`config.mk`:
```
export PLATFORM = sky130hd
export DESIGN_NAME = vga_pixel_pipe
export DESIGN_NICKNAME = d
export VERILOG_FILES = /design/src/rtl/vga_pixel_pipe_pkg.sv /design/src/rtl/vga_pixel_pipe_sync_delay.sv /design/src/rtl/vga_pixel_pipe.sv
export SDC_FILE = /design/constraint.sdc
export NUM_CORES = 1
export LEC_CHECK = 0
export CAP_MARGIN = 30
export CORE_MARGIN = 2
export CORE_UTILIZATION = 42
export CTS_CLUSTER_SIZE = 8
export DETAILED_ROUTE_END_ITERATION = 8
export HOLD_SLACK_MARGIN = 0.05
export PLACE_DENSITY = 0.76
export REMOVE_ABC_BUFFERS = 1
export SKIP_LAST_GASP = 1
export SLEW_MARGIN = 30
export SYNTH_ARGS = -nofsm -noshare
export SYNTH_HDL_FRONTEND = slang
export SYNTH_SLANG_ARGS = --single-unit
export TNS_END_PERCENT = 30
```
`constraint.sdc`:
```
create_clock -name clk -period 2.4 [get_ports clk]
set_input_delay 0.48 -clock clk [delete_from_list [all_inputs] [get_ports clk]]
set_output_delay 0.48 -clock clk [all_outputs]
set_load 0.01 [all_outputs]
```
`src/rtl/vga_pixel_pipe_pkg.sv`:
```
// Constants and types shared by the VGA pixel pipeline and its timing generator.
package vga_pixel_pipe_pkg;

  localparam int VIS_W      = 640;
  localparam int VIS_H      = 480;
  localparam int DS_SHIFT   = 2;
  localparam int COLOR_W    = 8;
  localparam int COORD_W    = 10;
  localparam int ADDR_W     = 15;
  localparam int SYNC_W     = 3;
  localparam int SYNC_DEPTH = 3;

  typedef struct packed {
    logic hs;
    logic vs;
    logic vis;
  } sync_bits_t;

  // Idle level of the delayed sync bundle: syncs are active-low, pixel not visible.
  localparam sync_bits_t SYNC_RESET = '{hs: 1'b1, vs: 1'b1, vis: 1'b0};

  function automatic logic [COLOR_W-1:0] expand_bit(input logic b);
    return {COLOR_W{b}};
  endfunction

endpackage

```
`src/rtl/vga_pixel_pipe_sync_delay.sv`:
```
// Parameterised-depth shift register that keeps sync and blank aligned with colour.
module vga_sync_delay #(
  parameter int DEPTH = 3,
  parameter int WIDTH = 3,
  parameter logic [WIDTH-1:0] RESET_VAL = '0
) (
  input  logic             clk,
  input  logic             reset,
  input  logic [WIDTH-1:0] d,
  output logic [WIDTH-1:0] q
);

  logic [WIDTH-1:0] taps [DEPTH];

  always_ff @(posedge clk) begin
    if (reset) begin
      for (int i = 0; i < DEPTH; i++) taps[i] <= RESET_VAL;
    end else begin
      taps[0] <= d;
      for (int i = 1; i < DEPTH; i++) taps[i] <= taps[i-1];
    end
  end

  assign q = taps[DEPTH-1];

endmodule

```
`src/rtl/vga_pixel_pipe.sv`:
```
// Three-stage VGA pixel pipeline: screen coordinates -> framebuffer address -> colour,
// with sync and blank delayed so they leave together with the colour of the same pixel.
module vga_pixel_pipe
  import vga_pixel_pipe_pkg::*;
#(
  parameter int X_OFFSET = 146,
  parameter int Y_OFFSET = 1,
  parameter int FB_W     = 160,
  parameter int FB_H     = 120
) (
  input  logic               clk,
  input  logic               reset,
  input  logic [COORD_W-1:0] in_X,
  input  logic [COORD_W-1:0] in_Y,
  input  logic               in_display,
  input  logic               in_HS,
  input  logic               in_VS,
  output logic [ADDR_W-1:0]  fb_addr,
  input  logic [2:0]         fb_data,
  output logic [COLOR_W-1:0] vga_R,
  output logic [COLOR_W-1:0] vga_G,
  output logic [COLOR_W-1:0] vga_B,
  output logic               vga_HS,
  output logic               vga_VS,
  output logic               vga_BLANK_N,
  output logic [7:0]         frame_count
);

  if (FB_W * FB_H > (1 << ADDR_W)) begin : g_fb_size_check
    $error("vga_pixel_pipe: framebuffer does not fit in the address width");
  end

  logic [COORD_W-1:0] col_next, row_next;
  logic [COORD_W-1:0] col_s0, row_s0;
  logic               vis_next, vis_s0, vis_s1;
  logic [ADDR_W-1:0]  addr_next;
  logic               vs_prev;
  sync_bits_t         sync_in, sync_out;

  // Negative coordinates wrap to large values, so the range test also rejects them.
  assign col_next = in_X - COORD_W'(X_OFFSET);
  assign row_next = in_Y - COORD_W'(Y_OFFSET);
  assign vis_next = in_display && (col_next < COORD_W'(VIS_W)) && (row_next < COORD_W'(VIS_H));

  assign addr_next = ADDR_W'(row_s0 >> DS_SHIFT) * ADDR_W'(FB_W) + ADDR_W'(col_s0 >> DS_SHIFT);

  always_ff @(posedge clk) begin
    if (reset) begin
      col_s0  <= '0;
      row_s0  <= '0;
      vis_s0  <= 1'b0;
      fb_addr <= '0;
      vis_s1  <= 1'b0;
    end else begin
      col_s0  <= col_next;
      row_s0  <= row_next;
      vis_s0  <= vis_next;
      fb_addr <= vis_s0 ? addr_next : '0;
      vis_s1  <= vis_s0;
    end
  end

  // fb_data answers the address registered one cycle earlier, so it lines up with vis_s1.
  always_ff @(posedge clk) begin
    if (reset) begin
      vga_R <= '0;
      vga_G <= '0;
      vga_B <= '0;
    end else begin
      vga_R <= vis_s1 ? expand_bit(fb_data[2]) : '0;
      vga_G <= vis_s1 ? expand_bit(fb_data[1]) : '0;
      vga_B <= vis_s1 ? expand_bit(fb_data[0]) : '0;
    end
  end

  always_ff @(posedge clk) begin
    if (reset) begin
      vs_prev     <= 1'b1;
      frame_count <= '0;
    end else begin
      vs_prev <= in_VS;
      if (vs_prev && !in_VS) frame_count <= frame_count + 8'd1;
    end
  end

  assign sync_in = {in_HS, in_VS, vis_next};

  vga_sync_delay #(
    .DEPTH    (SYNC_DEPTH),
    .WIDTH    (SYNC_W),
    .RESET_VAL(SYNC_RESET)
  ) u_sync_delay (
    .clk  (clk),
    .reset(reset),
    .d    (sync_in),
    .q    (sync_out)
  );

  assign vga_HS      = sync_out.hs;
  assign vga_VS      = sync_out.vs;
  assign vga_BLANK_N = sync_out.vis;

endmodule
```
* Word-level counts from Yosys, hierarchy flattened
Memory sizes are Yosys's and may differ from the RTL's. Index checks and enable logic that the tools add are counted.
Cells by class: multiply operators 1, add/sub/neg operators 4, mux-type cells 6, reduce and logical (&&, ||, !) cells 6, order comparisons 2, bitwise gates (word level) 5
Operator list (count):
- 15-bit by 8-bit adder with 15-bit output | 1
- 10-bit less-than comparator (second input constant) | 1
- 10-bit by 9-bit less-than comparator with 1-bit output (second input constant) | 1
- 8-bit by 3-bit multiplier with 10-bit output (second input constant) | 1
- 10-bit by 1-bit subtractor with 10-bit output (second input constant) | 1
- 10-bit by 8-bit subtractor with 10-bit output (second input constant) | 1
- 3-bit two-way mux | 3
- 8-bit by 1-bit adder with 8-bit output (second input constant) | 1
- 2-bit OR reduction | 2
- 1-bit logical AND | 3
- 1-bit two-way mux | 3
- 1-bit bitwise OR | 3
- 1-bit inverter | 2
- 1-bit zero test | 1
Word-level totals: register bits 49, output and inout bits 50, bits in writable memories 9, memories 1, logic and storage cells 35
Memory list:
- u_sync_delay.taps | words 3, width 3, read ports 3, clocked after memory_dff 0, wr ports 3, RTL line vga_pixel_pipe_sync_delay.sv:13 | logic [WIDTH-1:0] taps [DEPTH];

* Depth between registers and ports, before layout
Gate-level depths: netlist of the first run.
word-level depth 5, mapped depth 8, gate-level depth less buffers 8

* Modules after synthesis
Synthesis of the first run repeated with hierarchy kept, for this count alone.
Second synthesis, totals: cells, all modules 279, area, all modules 2640.0 µm²
Modules (own cells, without submodules):
- vga_pixel_pipe | seq. area each 900.9 µm², times used 1, area an instance 2381.0 µm², cells each 258
- vga_sync_delay | seq. area each 180.2 µm², times used 1, area an instance 259.0 µm², cells each 21

* Worst setup path before layout of the first run
OpenSTA, ideal clock, no wires.
path kind register -> register, start point register row_s0[3], end point register fb_addr[14], arrival time 2240 ps, stages on the path, launching flop included 9, data required time 2329 ps, path slack 90 ps, cell sequence dfxtp_1 -> ha_1 -> ha_1 -> fa_1 -> a211oi_2 -> nor4_1 -> a2111oi_2 -> nand4_1 -> a21oi_1
Between the ends: cells in the longest elaborated chain, start to end 2
RTL lines:
- from (decl) | RTL line vga_pixel_pipe.sv:34 | logic [COORD_W-1:0] col_s0, row_s0;
- from (signal assigned) | RTL line vga_pixel_pipe.sv:56 | row_s0 <= row_next;
- 8-bit by 3-bit multiplier with 10-bit output | RTL line vga_pixel_pipe.sv:45 | assign addr_next = ADDR_W'(row_s0 >> DS_SHIFT) * ADDR_W'(FB_W) + ADDR_W'(col_s0 >> DS_SHIFT);
- 15-bit by 8-bit adder with 15-bit output | RTL line vga_pixel_pipe.sv:45
- to (signal assigned) | RTL line vga_pixel_pipe.sv:58 | fb_addr <= vis_s0 ? addr_next : '0;
- to (decl) | RTL line vga_pixel_pipe.sv:18 | output logic [ADDR_W-1:0] fb_addr,
No other way between the ends. A chain may end at the register's enable or synchronous reset.

* Worst setup path after layout of the first run
Ends and elaborated chain as after synthesis.

==> run summary, run 1 <==
The total routed wirelength came out at 4331 um. The max-slew violation count came out at 0. The worst setup path is launched from a flip-flop. The register bit count reported by yosys came out at 51. The clock reaches the later pin of the worst-skew pair after 0.31 ns. The net count of the finished layout is 377. The worst-case headroom to the max-slew limit is 63.51%. The average routed wire per standard cell is 10.67 um. The static power due to leakage came out at 1.311 nW. The share of the synthesized area in the top cell type came out at 40.92%. During placement, the flow inserted port buffers numbering 76.

The share of final-layout standard cells stronger than drive strength 1 is 12.99%. The pin count of the biggest net entering global routing came out at 23. The total power per unit cell area came out at 506.9 nW/um^2. Between clock sinks in the finished design, the worst skew comes to 0.006495 ns. The number of unique standard cell types used by synthesis is 52. Among all cell types in the netlist, the one instantiated most often is sky130_fd_sc_hd__dfxtp_1. In this run the worst hold path is classified as flip-flop to flip-flop. The wire length of the first global-routing pass is 7258 um. The number of CTS-inserted buffers is 5.

Based on the critical path, the design can be clocked at up to 425.9 MHz. The peak supply drop came out at 0.2659 mV. The clock slew seen by the registers of the worst setup and hold paths is 0.09 ns. The maximum level of the CTS H-tree is 2. The largest area contributor in the netlist is sky130_fd_sc_hd__dfxtp_1.

The initial antenna violation count is 0. The end-of-flow core utilization is 58.05%. STA puts the critical path data required time at 2.64 ns.

Sorting the synthesized cells by area gives the leading types as sky130_fd_sc_hd__dfxtp_1 (41%), sky130_fd_sc_hd__ha_1 (8.5%), sky130_fd_sc_hd__buf_4 (6.3%), sky130_fd_sc_hd__nor2_1 (5.0%), sky130_fd_sc_hd__xnor2_1 (3.5%). After synthesis, the most frequently instantiated cells are sky130_fd_sc_hd__dfxtp_1 (51), sky130_fd_sc_hd__nor2_1 (33), sky130_fd_sc_hd__buf_4 (21). In the post-route analysis, the smallest setup slack over all paths is 0.05211 ns.

The minimum clock period came out at 2.348 ns. The cell at the root of the clock tree is sky130_fd_sc_hd__clkbuf_8. The worst setup path is captured at a flip-flop. The run finished with clean final reports. For this run, the number of Yosys warnings is 0. The final weighted congestion in routability-driven placement came out at 0.8217. The slowest stage of the critical path is the sky130_fd_sc_hd__fa_2 cell. In this run the remaining antenna-violating nets after routing total 0. The final critical-path share of the clock period came out at 97.83%. The die extent in x came out at 81.07 um. Counting every sink on the clock net gives 51. The cell that appears most often on the critical path is sky130_fd_sc_hd__buf_4. Of all nets on the critical path, the largest fanout is 4.

The slew at the pin with the worst max-slew slack is 0.5423 ns. In this run, the number of DRC markers left after iteration 0 of detailed routing was 35. The overall routing resource usage came out at 13.98%. The most common flop cell mapped by yosys is sky130_fd_sc_hd__dfxtp_1. After synthesis, flip-flops and latches occupy 40.92% of the total area. The cell area after synthesis is 2495 um^2. The floorplan step set the die height to 81.07 um. The initial core utilization came out at 42.90%.

The setup path with the least slack is of type flip-flop to flip-flop. The die covers 6572 um^2. The first-pass iteration count of the detailed router is 4. The largest single stage delay on the critical path is 0.36 ns. The HPWL after detailed placement is 3387 um. The deepest clock path buffer count is 2. The number of antenna diodes in the final layout is 0. Before CTS, the worst setup slack after placement is -0.01897 ns. The final-report hold violation count is 0. Each instance of the synthesized netlist takes up on average 9.522 um^2.

The synthesis-to-layout area growth is 35.31%. Traced cell by cell, the critical path runs through ha_1 -> ha_2 -> fa_2 -> a211oi_2 -> buf_4 -> buf_4 -> o211a_1 -> a2111oi_4 -> a31o_2 -> a21oi_1. The via count of the routed design came out at 1930. The number of enable-type register cells in the synthesized netlist came out at 0. Setup violations remaining at the end of the flow were counted as 0. The TritonCTS clock tree is yes. For the worst setup path, the data arrival time is 2.59 ns.

The number of global-route vias before repair is 1765. For this run, design rule violations remaining after detail routing come to 0. The number of top-level pins came out at 78. The placeable core region came out at 5816 um^2. Max-cap violations in this run came to 0. For this run the aggregate overflow at the end of global routing stands at 0. Of all flip-flops after synthesis, the portion carrying an async set or reset was 0%. The number of placement rows came out at 28.

The via density per instance is 4.754. The synthesized instance count came out at 262.
-- area by class of cell --
cell class / instances / area, um^2
Clock buffer: 5 / 68.82
Clock inverter: 3 / 27.53
Fill cell: 521 / 2440
Inverter: 8 / 30.03
Multi-Input combinational cell: 177 / 1290
Sequential cell: 51 / 1022
Tap cell: 75 / 93.84
Timing Repair Buffer: 87 / 843.3
-- metal layers --
metal / global-route usage (%) / part of all wire, % / up-vias
li1: - / - / 1011
met1: 16.34 / 46 / 848
met2: 24.79 / 45 / 66
met3: 4.000 / 7.4 / 5
met4: 4.068 / 1.0 / 0
met5: 0 / 0 / -
-- flip-flops by register name, indices dropped and copies added, names as in the netlist --
register and cells:
u_sync_delay.taps 9, frame_count 8, vga_R 1, col_s0 8
vga_B 1, fb_addr 15, row_s0 8, vga_G 1
-- power breakdown --
group	leakage, nW	internal (mW)	total, mW	switching, mW
Clock	0.0463	0.214	0.515	0.300
Sequential	0.417	0.877	0.892	0.0151
Combinational	0.847	0.166	0.305	0.139
-- critical path, delay by kind of cell (launching register included) --
kind | cells | cell delay, ns
fa+ha+maj | 3 | 0.85
compound gates | 5 | 0.84
flops | 1 | 0.34
buf+inv | 2 | 0.26
-- layout by cell type, fill, tap and decap left out, types with 2 or more instances in the layout --
cell	count
sky130_fd_sc_hd__a211oi_2	2
sky130_fd_sc_hd__o211ai_1	2
sky130_fd_sc_hd__mux2i_1	2
sky130_fd_sc_hd__a21o_1	2
sky130_fd_sc_hd__and2_1	9
sky130_fd_sc_hd__ha_1	15
sky130_fd_sc_hd__xor2_1	9
sky130_fd_sc_hd__buf_4	11
sky130_fd_sc_hd__inv_1	8
sky130_fd_sc_hd__xnor2_1	10
sky130_fd_sc_hd__o21ai_0	7
sky130_fd_sc_hd__nor3_1	3
sky130_fd_sc_hd__nor2b_1	5
sky130_fd_sc_hd__nand4_1	6
sky130_fd_sc_hd__nor2_1	33
sky130_fd_sc_hd__o31ai_1	2
sky130_fd_sc_hd__nand2_1	11
sky130_fd_sc_hd__nor4_1	2
sky130_fd_sc_hd__clkdlybuf4s50_1	76
sky130_fd_sc_hd__clkbuf_8	5
sky130_fd_sc_hd__a211oi_1	2
sky130_fd_sc_hd__a21oi_1	11
sky130_fd_sc_hd__nand2b_1	5
sky130_fd_sc_hd__nand3_1	2
sky130_fd_sc_hd__dfxtp_1	50
sky130_fd_sc_hd__or3_1	2
sky130_fd_sc_hd__or2_2	7
-- path summary, 6_finish.rpt --
kind         slack (ns)                 endpoint                    start  depth (start not counted)
max reg2reg        0.05              fb_addr[14]                row_s0[3]                         10
min                0.42  u_sync_delay.taps[0][8]  u_sync_delay.taps[0][5]                          1
min reg2reg        0.42  u_sync_delay.taps[0][8]  u_sync_delay.taps[0][5]                          1
max                0.05              fb_addr[14]                row_s0[3]                         10
-- stage by stage --
stage                     setup TNS (ns)  hold slack, ns  instance area (um^2)  instances  power (mW)
final                                  0          0.4204                  3376        406       1.711
after global routing            -0.01835          0.4448                  3376        406       1.811
after CTS                              0          0.4238                  3342        405       1.722
after detailed placement        -0.01897          0.4022                  3226        395       1.203
after global placement                 0          0.3936                  3226        395       1.198
after floorplan                        0          0.3895                  2311        236       1.076
-- what timing repair did --
item / 4_1_cts / 5_1_grt
gates resized for setup: 2 / 3
setup endpoints to repair: 1 / 1
buffers inserted: 2 / 1
pin swaps: 4 / 3
hold buffers: 0 / 0
-- kinds of logic (layout without fill, tap and decap cells) --
family | Yosys count | after routing | share of synthesized area (%)
flip-flops | 51 | 51 | 40.92
buffers and inverters | 34 | 103 | 8.576
XOR/XNOR | 19 | 19 | 6.670
AND/OR/NAND/NOR | 96 | 96 | 21.16
multiplexers | 2 | 2 | 0.8024
adder cells (fa/ha/maj) | 19 | 19 | 10.13
AO/OA/AOI/OAI | 41 | 41 | 11.73
Power figures use the tool's default switching activity.
==> run 2: changes to the inputs <==
--- a/constraint.sdc
+++ b/constraint.sdc
@@ -3,2 +3,2 @@
 set_output_delay 0.48 -clock clk [all_outputs]
-set_load 0.01 [all_outputs]
+set_load 0.1 [all_outputs]
==> run 2 against run 1 <==
Net effect: flip-flop and latch count stayed put; non-clock buffer count decreased by 2; setup slack improved by 0.018 ns; combinational power rose by 27%; via count down 1.2%; die area did not move; worst hold slack got worse by 0.0036 ns; first-iteration DRC count decreased by 2.9%.
==> run summary, run 2 (same netlist as run 1, synthesis figures left out) <==
Setup violations remaining at the end of the flow were counted as 0. The number of global-route vias before repair is 1782. The count of buffers added on input and output ports is 76. The number of placement rows is 28. Per report_power, the clock group accounts for 28.7% of the total.

The initial core utilization came out at 42.90%. The largest fanout on the critical path is 5. At the end of routability-driven placement, the weighted congestion stood at 0.8118. The final antenna-violating net count came out at 0.

The number of design rule violations left after detail routing is 0. For this run, the total global-route usage over all layers was measured as 14.55%. The final-report hold violation count is 0. Global routing used 4.111% of the available met3 tracks. At the end of the flow the core is filled with cells to 56.35%. The clock slew seen by the registers of the worst setup and hold paths came out at 0.09 ns. The total routed wirelength is 4480 um. After the first detailed-routing iteration, the DRC count stood at 34.

The peak supply drop came out at 0.2906 mV. The cell count after placement is 394. The final critical-path share of the clock period came out at 97.10%.

The worst-case headroom to the max-slew limit is 64.81%. For this run, the top clock speed supported by timing is 429.1 MHz. TritonCTS built the clock tree.

Using the TritonRoute via totals, the vias-per-cell ratio works out to 4.720. The die extent in x came out at 81.07 um. The kind of end point of the critical path is a flip-flop. The required time of the critical path came out at 2.58 ns. Ranked by flip-flop count, first place goes to fb_addr. The number of top-level pins came out at 78. The cell depth of the worst flop-to-flop path is 9. The nature of the critical path startpoint is a flip-flop. The clock passes through at most 2 buffers. The reported max-cap violation count is 0.

For the worst setup path, the data arrival time is 2.51 ns. The internal portion of total power came out at 1.259 mW. The clock network latency to the later pin of the worst-skew pair is 0.30 ns. The total power of the final layout came out at 1.795 mW.

The hold-fix buffer count after cts came out at 0. The first global-routing pass estimated 7527 um of wire. The number of flip-flops under the largest register name came out at 15. The static power due to leakage came out at 1.402 nW. The post-route netlist has 29.18% of its cells at a drive strength greater than 1. After the last flow step, the layout net total stands at 375. The number of standard cells in the final layout excluding fillers came out at 404. The class of the tightest hold or removal check is flip-flop to flip-flop. The number of CTS-inserted buffers came out at 5. The half-perimeter wire length after detailed placement is 3500 um. The maximum level of the CTS H-tree came out at 2. The initial antenna violation count is 0. The tree is rooted in a sky130_fd_sc_hd__clkbuf_8.

The via count of the routed design is 1907. The total power per unit cell area came out at 547.7 nW/um^2. The worst setup path is of the flip-flop to flip-flop kind.

In this run, the combinational gates consume 21.6% of the power. The run finished with clean final reports. The pin count of the biggest net entering global routing came out at 23. The worst path needs 2.330 ns of the cycle, external delays included. The final clock skew is 0.005748 ns. The top cell types in the final layout, fill and taps aside, are sky130_fd_sc_hd__buf_4 (59), sky130_fd_sc_hd__dfxtp_1 (49), sky130_fd_sc_hd__nor2_1 (33). The tree built by TritonCTS fans out to 51 sinks. The busiest layer in global routing is met2. Leaving out fill and tap cells, the most frequent cell in the layout is sky130_fd_sc_hd__buf_4. The routing usage on met1 is 16.99%. The antenna diode count is 0. The net switching power of the design came out at 0.5354 mW.

The slew at the pin with the worst max-slew slack is 0.5230 ns. The global-route met2 utilization is 25.62%. The switching share of power came out at 29.83%. The max-slew violation count came to 0. The largest registers in the layout are fb_addr: 15 flops, u_sync_delay.taps: 9 flops.

The average routed wire per standard cell came out at 11.09 um. The first-pass iteration count of the detailed router is 4. The residual overflow from global routing came out at 0. The count of cells along the worst hold path is 1. The placeable core region came out at 5816 um^2. The synthesis-to-layout area growth came out at 31.34%. Setup repair after global routing could not meet its margin everywhere. The die covers 6572 um^2. The relative contribution of sequential cells to total power came out at 49.7%.

The floorplan die height is 81.07 um.
run 2: changes by cell type in the layout (fill, tap and decap cells not counted), sizes merged:
cell	change
clkinv	-1
clkdlybuf4s50	-50
buf	+48
inv	+1
run 2: power groups by stage:
stage	sequential [mW]	combinational (mW)	clock, mW
4_1_cts	0.893	0.378	0.542
3_5_place_dp	0.911	0.365	0
5_1_grt	0.897	0.425	0.569
3_3_place_gp	0.911	0.361	0
6_report	0.893	0.388	0.515
2_1_floorplan	0.991	0.162	0
run 2: metal layers:
layer / vias to the layer above / share of wire [%]
li1: 1011 / -
met5: - / 0
met1: 827 / 45
met2: 67 / 46
met4: 0 / 0.56
met3: 2 / 7.9
run 2: final cells by class:
class / count / area, um^2
multi-input combinational: 177 / 1330
sequential: 51 / 1023
clock inverter: 3 / 27.53
fill: 534 / 2539
tap: 75 / 93.84
clock buffer: 5 / 68.82
inverter: 8 / 30.03
timing repair buffer: 85 / 703.2
run 2: final timing paths:
kind / end / startpoint / slack [ns]
setup reg to reg: fb_addr[13] / row_s0[5] / 0.07
hold / removal: u_sync_delay.taps[0][5] / u_sync_delay.taps[0][2] / 0.42
setup / recovery: fb_addr[13] / row_s0[5] / 0.07
hold reg to reg: u_sync_delay.taps[0][5] / u_sync_delay.taps[0][2] / 0.42
run 2: worst max-delay path, stage by stage (launching register included):
cell and delay, ns:
sky130_fd_sc_hd__dfxtp_2 0.35, sky130_fd_sc_hd__ha_4 0.24, sky130_fd_sc_hd__ha_4 0.17, sky130_fd_sc_hd__fa_2 0.37, sky130_fd_sc_hd__a211oi_2 0.23, sky130_fd_sc_hd__buf_4 0.17, sky130_fd_sc_hd__o221ai_1 0.13, sky130_fd_sc_hd__nor4b_2 0.33
sky130_fd_sc_hd__xnor2_1 0.18, sky130_fd_sc_hd__nor2_1 0.06
run 2: what timing repair did:
action | CTS | global route
endpoints found under the setup margin | 2 | 2
pin swaps | 6 | 2
gates cloned | 0 | 0
setup buffers | 2 | 0
resized for setup | 6 | 6
run 2: per-stage QoR:
stage	setup TNS, ns	setup slack [ns]	hold slack, ns	cell area (um^2)
after floorplan	-83.96	-3.498	0.3895	2311
after global routing	-0.04499	-0.03960	0.4373	3277
after detailed placement	-0.09782	-0.07164	0.3978	3093
final	0	0.06971	0.4169	3277
after CTS	0	0.009351	0.4211	3246
after global placement	0	0.002068	0.3934	3093
==> run 3: changes to the inputs <==
CELL_PAD_IN_SITES_DETAIL_PLACEMENT = 1   (was unset)
CELL_PAD_IN_SITES_GLOBAL_PLACEMENT = 1   (was unset)
CORE_UTILIZATION = 31   (was 42)
PLACE_DENSITY = unset   (was 0.76)
PLACE_DENSITY_LB_ADDON = 0.1   (was unset)
RECOVER_POWER = 25   (was unset)
==> run 3 against run 2 <==
Net effect: core utilization decreased by 13 points; critical path depth stayed put; register-to-register slack gained 0.04 ns; worst hold slack gained 0.0028 ns; fmax grew 1.8%; sequential power is essentially flat; critical path type unchanged.
==> run summary, run 3 (same netlist as run 1, synthesis figures left out) <==
The max-slew violation count came out at 0. The number of design rule violations left after detail routing came out at 0. The met1 routed wirelength after detailed routing is 2443 um. The largest fanout on the critical path is 3.

Summing all non-filler instances in the final layout gives an area of 3343 um^2. The required time of the critical path came out at 2.60 ns. The highest metal layer used by the detailed router is met4. The violation count after the first detailed-route iteration is 43.

The cell that appears most often on the critical path is sky130_fd_sc_hd__ha_4. The via count of the routed design is 1967. The leading cell type in the layout, fill and taps excluded is sky130_fd_sc_hd__buf_4. The initial core utilization came out at 32.12%. The static power due to leakage came out at 1.392 nW. The worst setup path is of the flip-flop to flip-flop kind. The die extent in x is 93.71 um. The die area is 8782 um^2. The routed length on met3 is 447 um. The total placed instance area came out at 3157 um^2. The clock arrives with 0.01014 ns of skew. TritonCTS built the clock tree. In the final layout, the registers with the most flip-flops are fb_addr: 15 flops, u_sync_delay.taps: 9 flops. The tool flagged a number of max-cap violations equal to 0.

The deepest clock path buffer count came out at 2. The maximum clock frequency is 437.0 MHz. The share of final-layout standard cells stronger than drive strength 1 is 27.84%.

The run finished with clean final reports. The hold-fix buffer count after cts came out at 0. Wires add up to 5258 um. Of the total power, the clock network draws 28.2%. Using the TritonRoute via totals, the vias-per-cell ratio works out to 4.511. The class of the tightest hold or removal check is flip-flop to flip-flop. The tree is rooted in a sky130_fd_sc_hd__clkbuf_8. The library cells used most frequently in the layout, excluding fill and tap cells, are sky130_fd_sc_hd__buf_4 (54), sky130_fd_sc_hd__dfxtp_1 (49), sky130_fd_sc_hd__nor2_1 (33). Setup violations remaining at the end of the flow were counted as 0. The nature of the critical path startpoint is a flip-flop.

The final-report hold violation count came to 0. The number of antenna diodes in the final layout is 0. Headroom to the max-slew limit came out at 22.39%. The routed design uses 2344 um of met2 wire. The initial antenna violation count is 0. The number of sinks handled by clock tree synthesis came out at 51. The critical path goes through ha_4 -> ha_4 -> fa_2 -> a211oi_4 -> buf_4 -> o221ai_2 -> nor4b_2 -> xnor2_1 -> nor2_1. The wire length of the first global-routing pass is 9246 um. The average routed wire per standard cell came out at 12.06 um. Routability-driven placement finished with a final weighted congestion of 0.6853. Hold is met by 0.4196 ns. The delay of the slowest cell on the worst path is 0.39 ns. Among cell families on the critical path, the largest total delay comes from adder cells.

The half-perimeter wire length after detailed placement came out at 4149 um. The relative contribution of sequential cells to total power is 49.4%. The slowest stage of the critical path belongs to the cell sky130_fd_sc_hd__fa_2. The net switching power of the design came out at 0.5429 mW.

Setup repair after global routing could not meet its margin everywhere. For the finished layout, the period the worst path requires is 2.288 ns. The total power per unit cell area came out at 540.6 nW/um^2. The pin count of the biggest net entering global routing came out at 19. The worst setup path is captured at a flip-flop. Data on the critical path arrives at its endpoint at 2.48 ns.

For this run, the post-layout net count is 380. The end-of-flow core utilization came out at 43.04%. The die is 93.71 um tall.

The part of the total power dissipated in combinational logic came out at 22.4%. The number of global-route vias before repair is 2067. The number of buffers added on ports came out at 76. The buffer and inverter count on the worst path came out at 1. The peak supply drop came out at 0.2551 mV. The synthesis-to-layout area growth came out at 34.00%. The number of CTS-inserted buffers is 5. In this run the standard cell core region covers 7767 um^2. The number of placement rows came out at 32.

The number of top-level pins came out at 78. Global routing used 12.78% of the available tracks across all layers. Counting the fill cells in the layout gives 908. The clock network latency to the later pin of the worst-skew pair came out at 0.30 ns. Once detail routing completed, the nets flagged for antenna violations numbered 0. For the pin with the worst max-slew slack, the measured transition is 1.169 ns. The first-pass iteration count of the detailed router is 3. The switching share of power is 30.04%. The internal portion of total power came out at 1.264 mW. fb_addr holds more flip-flops than any other register. After global routing the overflow that remains totals 0.

The clock slew seen by the registers of the worst setup and hold paths is 0.10 ns. The number of flip-flops under the largest register name is 15. CTS built an H-tree with a depth of 2. The worst path uses 95.34% of the clock period.
-- run 3: cell count changes in the layout (fill, tap and decap cells not counted), moves of 2 or more --
| cell | change |
|---|---|
| sky130_fd_sc_hd__buf_4 | -5 |
| sky130_fd_sc_hd__a211oi_4 | +2 |
| sky130_fd_sc_hd__and2_0 | +3 |
| sky130_fd_sc_hd__and2_1 | -3 |
| sky130_fd_sc_hd__clkbuf_1 | +9 |
| sky130_fd_sc_hd__a211oi_2 | -2 |
-- run 3: path summary, 6_finish.rpt --
kind                      startpoint                 endpoint  slack [ns]  cells after the start
min          u_sync_delay.taps[0][4]  u_sync_delay.taps[0][7]        0.42                      1
max reg2reg                row_s0[3]              fb_addr[13]        0.11                      9
max                        row_s0[3]              fb_addr[13]        0.11                      9
min reg2reg  u_sync_delay.taps[0][4]  u_sync_delay.taps[0][7]        0.42                      1
-- run 3: final cells by class --
cell class              instances  area [um^2]  share of cell area (%)
clock buffers                   5        68.82                   2.058
clock inverters                 3        25.02                  0.7485
inverters                       8        30.03                  0.8982
multi-input cells             177         1358                   40.61
flip-flops and latches         51         1023                   30.61
well taps                     102        127.6                   3.817
repair buffers                 90        710.7                   21.26
-- run 3: power groups by stage --
stage	clock network, mW	registers, mW	logic [mW]
final	0.509	0.893	0.405
after global routing	0.573	0.898	0.448
after CTS	0.541	0.893	0.386
after detailed placement	0	0.912	0.378
after global placement	0	0.911	0.376
after floorplan	0	0.991	0.162
-- run 3: per-layer routing --
| metal | GRT usage (%) | up-vias |
|---|---|---|
| li1 | - | 1015 |
| met5 | 0 | - |
| met1 | 15.74 | 883 |
| met3 | 4.013 | 2 |
| met4 | 2.899 | 0 |
| met2 | 21.79 | 67 |
-- run 3: timing repair --
| action | in CTS | in global routing |
|---|---|---|
| setup buffers | 2 | 2 |
| resized for setup | 4 | 12 |
| pin swaps | 3 | 12 |
| setup endpoints to repair | 3 | 3 |
-- run 3: metrics by stage --
step	instances	power, mW	setup WS (ns)	TNS [ns]
4_1_cts	435	1.820	0.01119	0
3_3_place_gp	425	1.287	0.01691	0
5_1_grt	436	1.919	-0.01213	-0.01473
6_report	436	1.807	0.1118	0
3_5_place_dp	425	1.290	-0.05802	-0.05806
2_1_floorplan	236	1.152	-3.498	-83.96
